<file path="src/rtl/alu_cmd_sequencer.sv">
// Command FIFO in front of a registered ALU: issues one command at a time and
// returns tagged results in acceptance order over a valid/ready response port.
module alu_cmd_sequencer #(
   parameter int FIFO_DEPTH = 4,
   parameter int CNT_W      = 3
) (
   input  logic             clk,
   input  logic             reset,
   input  logic             cmd_valid,
   output logic             cmd_ready,
   input  logic [3:0]       cmd_a,
   input  logic [3:0]       cmd_b,
   input  logic [2:0]       cmd_op,
   output logic [3:0]       alu_a,
   output logic [3:0]       alu_b,
   output logic [2:0]       alu_op,
   input  logic [7:0]       alu_c,
   output logic             rsp_valid,
   input  logic             rsp_ready,
   output logic [7:0]       rsp_data,
   output logic             rsp_err,
   output logic [1:0]       rsp_tag,
   output logic [CNT_W-1:0] level,
   output logic             busy
);

   localparam int PTR_W = (FIFO_DEPTH > 1) ? $clog2(FIFO_DEPTH) : 1;
   localparam logic [CNT_W-1:0] DEPTH_L = CNT_W'(FIFO_DEPTH);
   localparam logic [2:0] OP_DIV = 3'd3;

   typedef struct packed {
      logic [3:0] a;
      logic [3:0] b;
      logic [2:0] op;
      logic [1:0] tag;
   } cmd_t;

   typedef enum logic [1:0] {
      IDLE,
      ISSUE,
      CAPTURE,
      RESP
   } state_t;

   cmd_t             mem [FIFO_DEPTH];
   cmd_t             head;
   logic [PTR_W-1:0] wr_ptr;
   logic [PTR_W-1:0] rd_ptr;
   logic [1:0]       accept_cnt;
   logic [1:0]       held_tag;
   logic             held_div0;
   state_t           state;
   logic             push;
   logic             pop;

   // Ready looks only at the stored level, so a full buffer refuses a command
   // even in a cycle where the FSM pops.
   assign cmd_ready = (level < DEPTH_L);
   assign push      = cmd_valid && cmd_ready;
   assign pop       = (state == IDLE) && (level != '0);
   assign head      = mem[rd_ptr];

   // NOTE: the storage array has no reset; pointers and level define what is
   // valid, so stale entries are never observed and the array stays plain RAM.
   always_ff @(posedge clk) begin
      if (push) begin
         mem[wr_ptr] <= '{a: cmd_a, b: cmd_b, op: cmd_op, tag: accept_cnt};
      end
   end

   always_ff @(posedge clk or posedge reset) begin
      if (reset) begin
         wr_ptr     <= '0;
         rd_ptr     <= '0;
         level      <= '0;
         accept_cnt <= '0;
      end else begin
         if (push) begin
            wr_ptr     <= wr_ptr + PTR_W'(1);
            accept_cnt <= accept_cnt + 2'd1;
         end
         if (pop) begin
            rd_ptr <= rd_ptr + PTR_W'(1);
         end
         if (push && !pop) begin
            level <= level + CNT_W'(1);
         end else if (pop && !push) begin
            level <= level - CNT_W'(1);
         end
      end
   end

   always_ff @(posedge clk or posedge reset) begin
      if (reset) begin
         state     <= IDLE;
         busy      <= 1'b0;
         alu_a     <= '0;
         alu_b     <= '0;
         alu_op    <= '0;
         held_tag  <= '0;
         held_div0 <= 1'b0;
         rsp_valid <= 1'b0;
         rsp_data  <= '0;
         rsp_err   <= 1'b0;
         rsp_tag   <= '0;
      end else begin
         unique case (state)
            IDLE: begin
               if (pop) begin
                  alu_a     <= head.a;
                  alu_b     <= head.b;
                  alu_op    <= head.op;
                  held_tag  <= head.tag;
                  held_div0 <= (head.op == OP_DIV) && (head.b == 4'd0);
                  state     <= ISSUE;
                  busy      <= 1'b1;
               end
            end
            // The ALU samples alu_* at the edge that closes this state.
            ISSUE: begin
               state <= CAPTURE;
            end
            CAPTURE: begin
               rsp_data  <= held_div0 ? 8'h00 : alu_c;
               rsp_err   <= held_div0;
               rsp_tag   <= held_tag;
               rsp_valid <= 1'b1;
               state     <= RESP;
            end
            RESP: begin
               if (rsp_ready) begin
                  rsp_valid <= 1'b0;
                  state     <= IDLE;
                  busy      <= 1'b0;
               end
            end
            default: begin
               state <= IDLE;
               busy  <= 1'b0;
            end
         endcase
      end
   end

endmodule

</file>
<file path="config.mk">
export PLATFORM = sky130hd
export DESIGN_NAME = alu_cmd_sequencer
export DESIGN_NICKNAME = d
export VERILOG_FILES = /design/src/rtl/alu_cmd_sequencer.sv
export SDC_FILE = /design/constraint.sdc
export NUM_CORES = 1
export LEC_CHECK = 0
export BUFFER_PORTS_ARGS = -buffer_cell sky130_fd_sc_hd__buf_4
export CORE_MARGIN = 2
export CORE_UTILIZATION = 51
export DETAILED_ROUTE_END_ITERATION = 7
export PLACE_DENSITY = 0.76
export SLEW_MARGIN = 0
export SYNTH_ARGS = -nofsm -noshare
export SYNTH_HDL_FRONTEND = slang
export SYNTH_SLANG_ARGS = --single-unit
</file>
<file path="constraint.sdc">
create_clock -name clk -period 2.2 [get_ports clk]
set_input_delay 0.11 -clock clk [delete_from_list [all_inputs] [get_ports clk]]
set_output_delay 0.11 -clock clk [all_outputs]
set_load 0.005 [all_outputs]
</file>
==> results of run 1 <==
registers in the layout, summed over array words and instances, names as in the netlist:
signal	count
rsp_data	8
held_div0	1
rsp_tag	2
alu_op	3
rsp_err	1
level	3
mem	52
wr_ptr	2
accept_cnt	2
alu_a	4
held_tag	2
state	2
busy	1
rd_ptr	2
rsp_valid	1
alu_b	4
metrics by stage:
step / cells / power, mW / hold WS, ns / setup WS [ns]
2_1_floorplan: 203 / 3.90 / 0.209 / 0.00700
4_1_cts: 374 / 5.91 / 0.301 / 0.124
3_5_place_dp: 337 / 4.69 / 0.269 / 0.187
5_1_grt: 374 / 6.22 / 0.351 / 0.0330
3_3_place_gp: 337 / 4.61 / 0.266 / 0.226
6_report: 374 / 5.84 / 0.299 / 0.151
area by class of cell:
| cell class | count | area, µm² |
|---|---|---|
| flip-flops and latches | 90 | 2510 |
| inverters | 18 | 67.6 |
| well taps | 80 | 100 |
| fillers | 479 | 2270 |
| repair buffers | 81 | 661 |
| multi-input cells | 89 | 926 |
| clock buffers | 9 | 124 |
| clock inverters | 7 | 92.6 |
final timing paths:
check / start / to / slack (ns) / cells past startpoint
max in group asynchronous: reset / accept_cnt[0] / 1.41 / 4
max reg2reg: rd_ptr[0] / held_div0 / 0.15 / 3
min reg2reg: held_tag[1] / held_tag[1] / 0.51 / 1
min: cmd_valid / wr_ptr[1] / 0.30 / 4
min in group asynchronous: reset / alu_a[0] / 0.43 / 4
max: rd_ptr[0] / held_div0 / 0.15 / 3
synthesized netlist by cell type, types with 2 or more instances:
library cell | number | share of area (%)
xnor2_1 | 5 | 1.2
ha_1 | 8 | 2.8
buf_2 | 2 | 0.28
and2_1 | 4 | 0.71
nand2_1 | 13 | 1.4
o21ai_0 | 7 | 0.99
mux4_2 | 13 | 8.3
nor2b_1 | 3 | 0.53
clkbuf_1 | 3 | 0.32
xor2_1 | 3 | 0.74
dfrtp_1 | 38 | 27
mux2_2 | 18 | 5.7
inv_1 | 18 | 1.9
edfxtp_1 | 52 | 44
nor2_1 | 3 | 0.32
o22ai_1 | 2 | 0.35
layout by cell type (no fill, tap or decap), drive strengths merged, types with 4 or more instances in the layout:
cell and instances:
and2 4, buf 60, clkbuf 9, dfrtp 38
dlygate4sd3 21, edfxtp 52, ha 8, inv 19
mux2 18, mux4 13, nand2 13, o21ai 8
xnor2 5
power breakdown:
group / total [mW] / switching [mW] / internal (mW)
clock network: 1.19 / 0.549 / 0.637
logic: 2.01 / 0.852 / 1.16
registers: 2.64 / 0.326 / 2.32
total: 5.84 / 1.73 / 4.11
layer usage:
layer / vias to the layer above / track usage, %
met4: 0 / 5.17
met2: 55 / 28.7
met1: 938 / 21.3
met3: 5 / 5.78
met5: - / 0
li1: 904 / -
timing repair:
| action | in CTS | in global routing |
|---|---|---|
| endpoints found under the hold margin | 91 | 0 |
| hold buffers | 21 | 0 |
| setup endpoints to repair | 0 | 0 |
worst register-to-register path, stage by stage (launching register included):
cell and delay, ns:
dfrtp_1 0.52, mux4_2 0.56, or4_1 0.59, o41ai_2 0.28
kinds of logic after synthesis:
| family | synth area share, % |
|---|---|
| buffers and inverters | 2.84 |
| adders and majority gates | 3.40 |
| xor gates and xnor gates | 1.99 |
| AOI/OAI and AO/OA | 2.98 |
| muxes | 14.3 |
| DFF | 71.2 |
| and+or+nand+nor | 3.30 |
==> results.json, run 1 <==
{
  "status": "complete, no violations",
  "drt-met1-wl_mm": 2.53,
  "htreeDepth": 3,
  "syn_inst": 203,
  "fin_skew_ns": 0.0130,
  "async_flop_share_pct": 42.2,
  "clk_latency_ns": 0.35,
  "fmax_ghz": 0.488,
  "critical_path_class": "reg -> reg",
  "critical-path-top-delay-family": "simple AND/OR/NAND/NOR gates",
  "yosysSeqAreaShare_pct": 71.2,
  "synth_top_flop_cell": "edfxtp_1",
  "cts_tree": "done",
  "fin_crit_sh_pct": 93.1,
  "routedWlPerCell_um": 15.9,
  "synth_nets": 235,
  "topRoutingLayerUsed": "met4",
  "setup_viol": 0,
  "vias_per_cell": 5.09,
  "setup_tns_ns": 0,
  "hp-class": "in -> reg",
  "met2_length_mm": 3.06,
  "firstDrtPassIters": 5,
  "cp_cell_sequence": "mux4_2, or4_1, o41ai_2",
  "ctsResizeCount": 0,
  "worst_pin_slew_ns": 0.490,
  "yosys_warnings": 0,
  "initial_core_util_pct": 52.2,
  "num_rows": 30,
  "grt_pass1_wl_mm": 9.32,
  "grtUsageTotal_pct": 17.1,
  "vias": 1902,
  "final_area_um2": 4480,
  "placed_cell_area_um2": 4060,
  "cap_violations": 0,
  "pin_count": 51,
  "cp_slowest_cell": "or4_1",
  "antenna_found_initial": 0,
  "irDropWorstVdd_mv": 0.827,
  "crit_arrival_ns": 2.30,
  "rsz0062_at_grt": "no",
  "fp.dieArea_um2": 7600,
  "die_width_um": 87.2,
  "wirelength_mm": 5.96,
  "drt_iter0_drc": 90,
  "cts_root_buf": "clkbuf_8",
  "final_core_util_pct": 66.4,
  "ys_types": 27,
  "area_growth_pct": 27.0,
  "p_per_area_nw_per_um2": 1300,
  "fin_crit_ns": 2.05,
  "ys_ff_latch": 90,
  "slew_headroom_pct": 67.3,
  "hold_viol": 0,
  "syn_area_um2": 3530,
  "io_buffers": 50,
  "layout-drive-gt1-share_pct": 36.7,
  "gp_congestion": 0.757,
  "slowest_delay_ns": 0.59,
  "grt_pass1_vias": 1902,
  "cp-end-kind": "flop",
  "crit_buf_inv": 0,
  "clkSlewWorstSetupHoldPaths_ns": 0.08,
  "core-area_um2": 6760,
  "grt_start_max_net_pins": 39,
  "critical_path_required_ns": 2.45,
  "cp-start-kind": "flop",
  "path_max_fanout": 6,
  "drv_slew": 0,
  "num_antenna_cells": 0,
  "cellLeakagePower_nw": 1.82,
  "avgSynthCellArea_um2": 17.4,
  "fp.dieH_um": 87.2,
  "dp_hpwl_mm": 3.75,
  "numCtsBuffers": 9,
  "synth-edff-count": 52,
  "wl_met3_um": 299,
  "drcViolationCount": 0,
  "nets": 321,
  "clock_sinks": 90,
  "final_antenna_net_count": 0,
  "grt_overflow_total": 0,
  "cts_setup_buffers": 0,
  "cts.path.max_buffers": 2
}
Note: power is estimated with default switching activity, not from simulation.
==> inputs of run 2 (changes only) <==
--- a/config.mk
+++ b/config.mk
@@ -5,7 +5,7 @@
 export SDC_FILE = /design/constraint.sdc
 export NUM_CORES = 1
 export LEC_CHECK = 0
-export BUFFER_PORTS_ARGS = -buffer_cell sky130_fd_sc_hd__buf_4
+export BUFFER_PORTS_ARGS = -buffer_cell sky130_fd_sc_hd__buf_2
 export CORE_MARGIN = 2
 export CORE_UTILIZATION = 51
 export DETAILED_ROUTE_END_ITERATION = 7
==> results.json, run 2 (synthesis results as in run 1) <==
{
  "setup_viol": 0,
  "ctsResizeCount": 0,
  "num_rows": 30,
  "crit_arrival_ns": 2.28,
  "vias_per_cell": 5.12,
  "hold_viol": 0,
  "critical-path-top-delay-family": "multiplexers",
  "numCtsBuffers": 9,
  "fin_crit_sh_pct": 91.8,
  "layout-drive-gt1-share_pct": 36.1,
  "grt_start_max_net_pins": 39,
  "cts_root_buf": "clkbuf_8",
  "slowest_delay_ns": 0.56,
  "status": "complete, no violations",
  "p_seq_share_pct": 47.5,
  "power.total_mw": 5.53,
  "grt_pass1_vias": 1959,
  "num_antenna_cells": 0,
  "mostFrequentLayoutCell": "edfxtp_1",
  "p_int_mw": 3.85,
  "irDropWorstVdd_mv": 0.712,
  "cts_setup_buffers": 0,
  "setup_tns_ns": 0,
  "fin_skew_ns": 0.00585,
  "drv_slew": 0,
  "final_antenna_net_count": 0,
  "clockPowerShare_pct": 18.9,
  "pin_count": 51,
  "swShare_pct": 30.5,
  "io_buffers": 50,
  "htreeDepth": 3,
  "top_regs": "mem (52), rsp_data (8)",
  "cap_violations": 0,
  "finalNonFillerCells": 374,
  "rsz0062_at_grt": "no",
  "grtUsageTotal_pct": 17.0,
  "grt_overflow_total": 0,
  "firstDrtPassIters": 4,
  "cts_hold_repair.buffers": 21,
  "slew_headroom_pct": 67.2,
  "fp.dieH_um": 87.2,
  "routedWlPerCell_um": 15.5,
  "fmax_ghz": 0.495,
  "wirelength_mm": 5.79,
  "worst_pin_slew_ns": 0.492,
  "final_cell_mix": "edfxtp_1 (52), buf_2 (50), dfrtp_1 (38)",
  "clock_sinks": 90,
  "fp.dieArea_um2": 7600,
  "drcViolationCount": 0,
  "clk_latency_ns": 0.35,
  "path_max_fanout": 6,
  "crit_buf_inv": 0,
  "top_register": "mem",
  "core-area_um2": 6760,
  "placed_cells": 337,
  "cts_tree": "done",
  "p_sw_mw": 1.68,
  "cp-start-kind": "flop",
  "initial_core_util_pct": 52.2,
  "critical_path_required_ns": 2.46,
  "cp-end-kind": "flop",
  "grt_pass1_wl_mm": 9.25,
  "die_width_um": 87.2,
  "drt_iter0_drc": 111,
  "nets": 321,
  "pwr-share-comb_pct": 33.6,
  "dp_hpwl_mm": 3.67,
  "area_growth_pct": 22.5,
  "cp_cell_sequence": "mux4_2, or4_1, o41ai_2",
  "fin_crit_ns": 2.02,
  "gp_congestion": 0.735,
  "hp-class": "in -> reg",
  "critical_path_class": "reg -> reg",
  "vias": 1915,
  "cp_slowest_cell": "mux4_2",
  "largest_reg_flops": 52,
  "clkSlewWorstSetupHoldPaths_ns": 0.08,
  "p_per_area_nw_per_um2": 1280,
  "cellLeakagePower_nw": 1.78,
  "antenna_found_initial": 0,
  "cts.path.max_buffers": 2
}
[run 2: cell count changes in the layout (fill, tap and decap cells not counted)]
cell        previous run  this run
buf_2                  0        50
buf_4                 60        10
bufinv_16              2         1
clkinv_1               1         3
clkinv_2               1         2
clkinv_4               0         1
clkinvlp_4             2         0
inv_6                  1         0
[run 2: per-layer routing]
metal | up-vias | routed length, µm | part of all wire (%) | global-route usage (%)
li1 | 910 | - | - | -
met1 | 942 | 2460 | 42 | 19.6
met2 | 56 | 2970 | 51 | 29.4
met3 | 7 | 279 | 4.8 | 5.59
met4 | 0 | 82 | 1.4 | 6.71
met5 | - | 0 | 0 | 0
[run 2: final cells by class]
type                    count  area, µm²
fillers                   480       2430
well taps                  80        100
inverters                  18       67.6
repair buffers             81        536
flip-flops and latches     90       2510
multi-input cells          89        926
clock inverters             7       60.1
clock buffers               9        124
[run 2: per-stage QoR]
stage / cell area [µm²] / hold WS (ns) / setup WS [ns] / util, %
after floorplan: 3540 / 0.209 / 0.00700 / -
after global routing: 4330 / 0.307 / 0.0869 / 64.0
after detailed placement: 3930 / 0.259 / 0.169 / 58.2
after CTS: 4330 / 0.283 / 0.151 / 64.0
final: 4330 / 0.284 / 0.180 / 64.0
after global placement: 3930 / 0.259 / 0.226 / 58.2
[run 2: worst paths after layout]
path,from,endpoint,slack (ns),cells past startpoint
min,cmd_valid,wr_ptr[1],0.28,4
max in group asynchronous,reset,state[0],1.46,4
max,rd_ptr[0],held_div0,0.18,3
min reg2reg,rsp_tag[0],rsp_tag[0],0.50,1
min in group asynchronous,reset,rsp_data[4],0.41,4
max reg2reg,rd_ptr[0],held_div0,0.18,3
[run 2: power by group through the flow]
stage                     clock (mW)  sequential, mW  combinational, mW
after floorplan                    0            2.61               1.29
after global placement             0            2.64               1.81
after detailed placement           0            2.67               1.86
after CTS                       1.07            2.64               1.90
after global routing            1.16            2.69               2.08
final                           1.05            2.63               1.86
[run 2: worst min-delay path, stage by stage]
cell and delay [ns]:
buf_2 0.07, nor2b_1 0.17, buf_4 0.18, o21ai_1 0.07
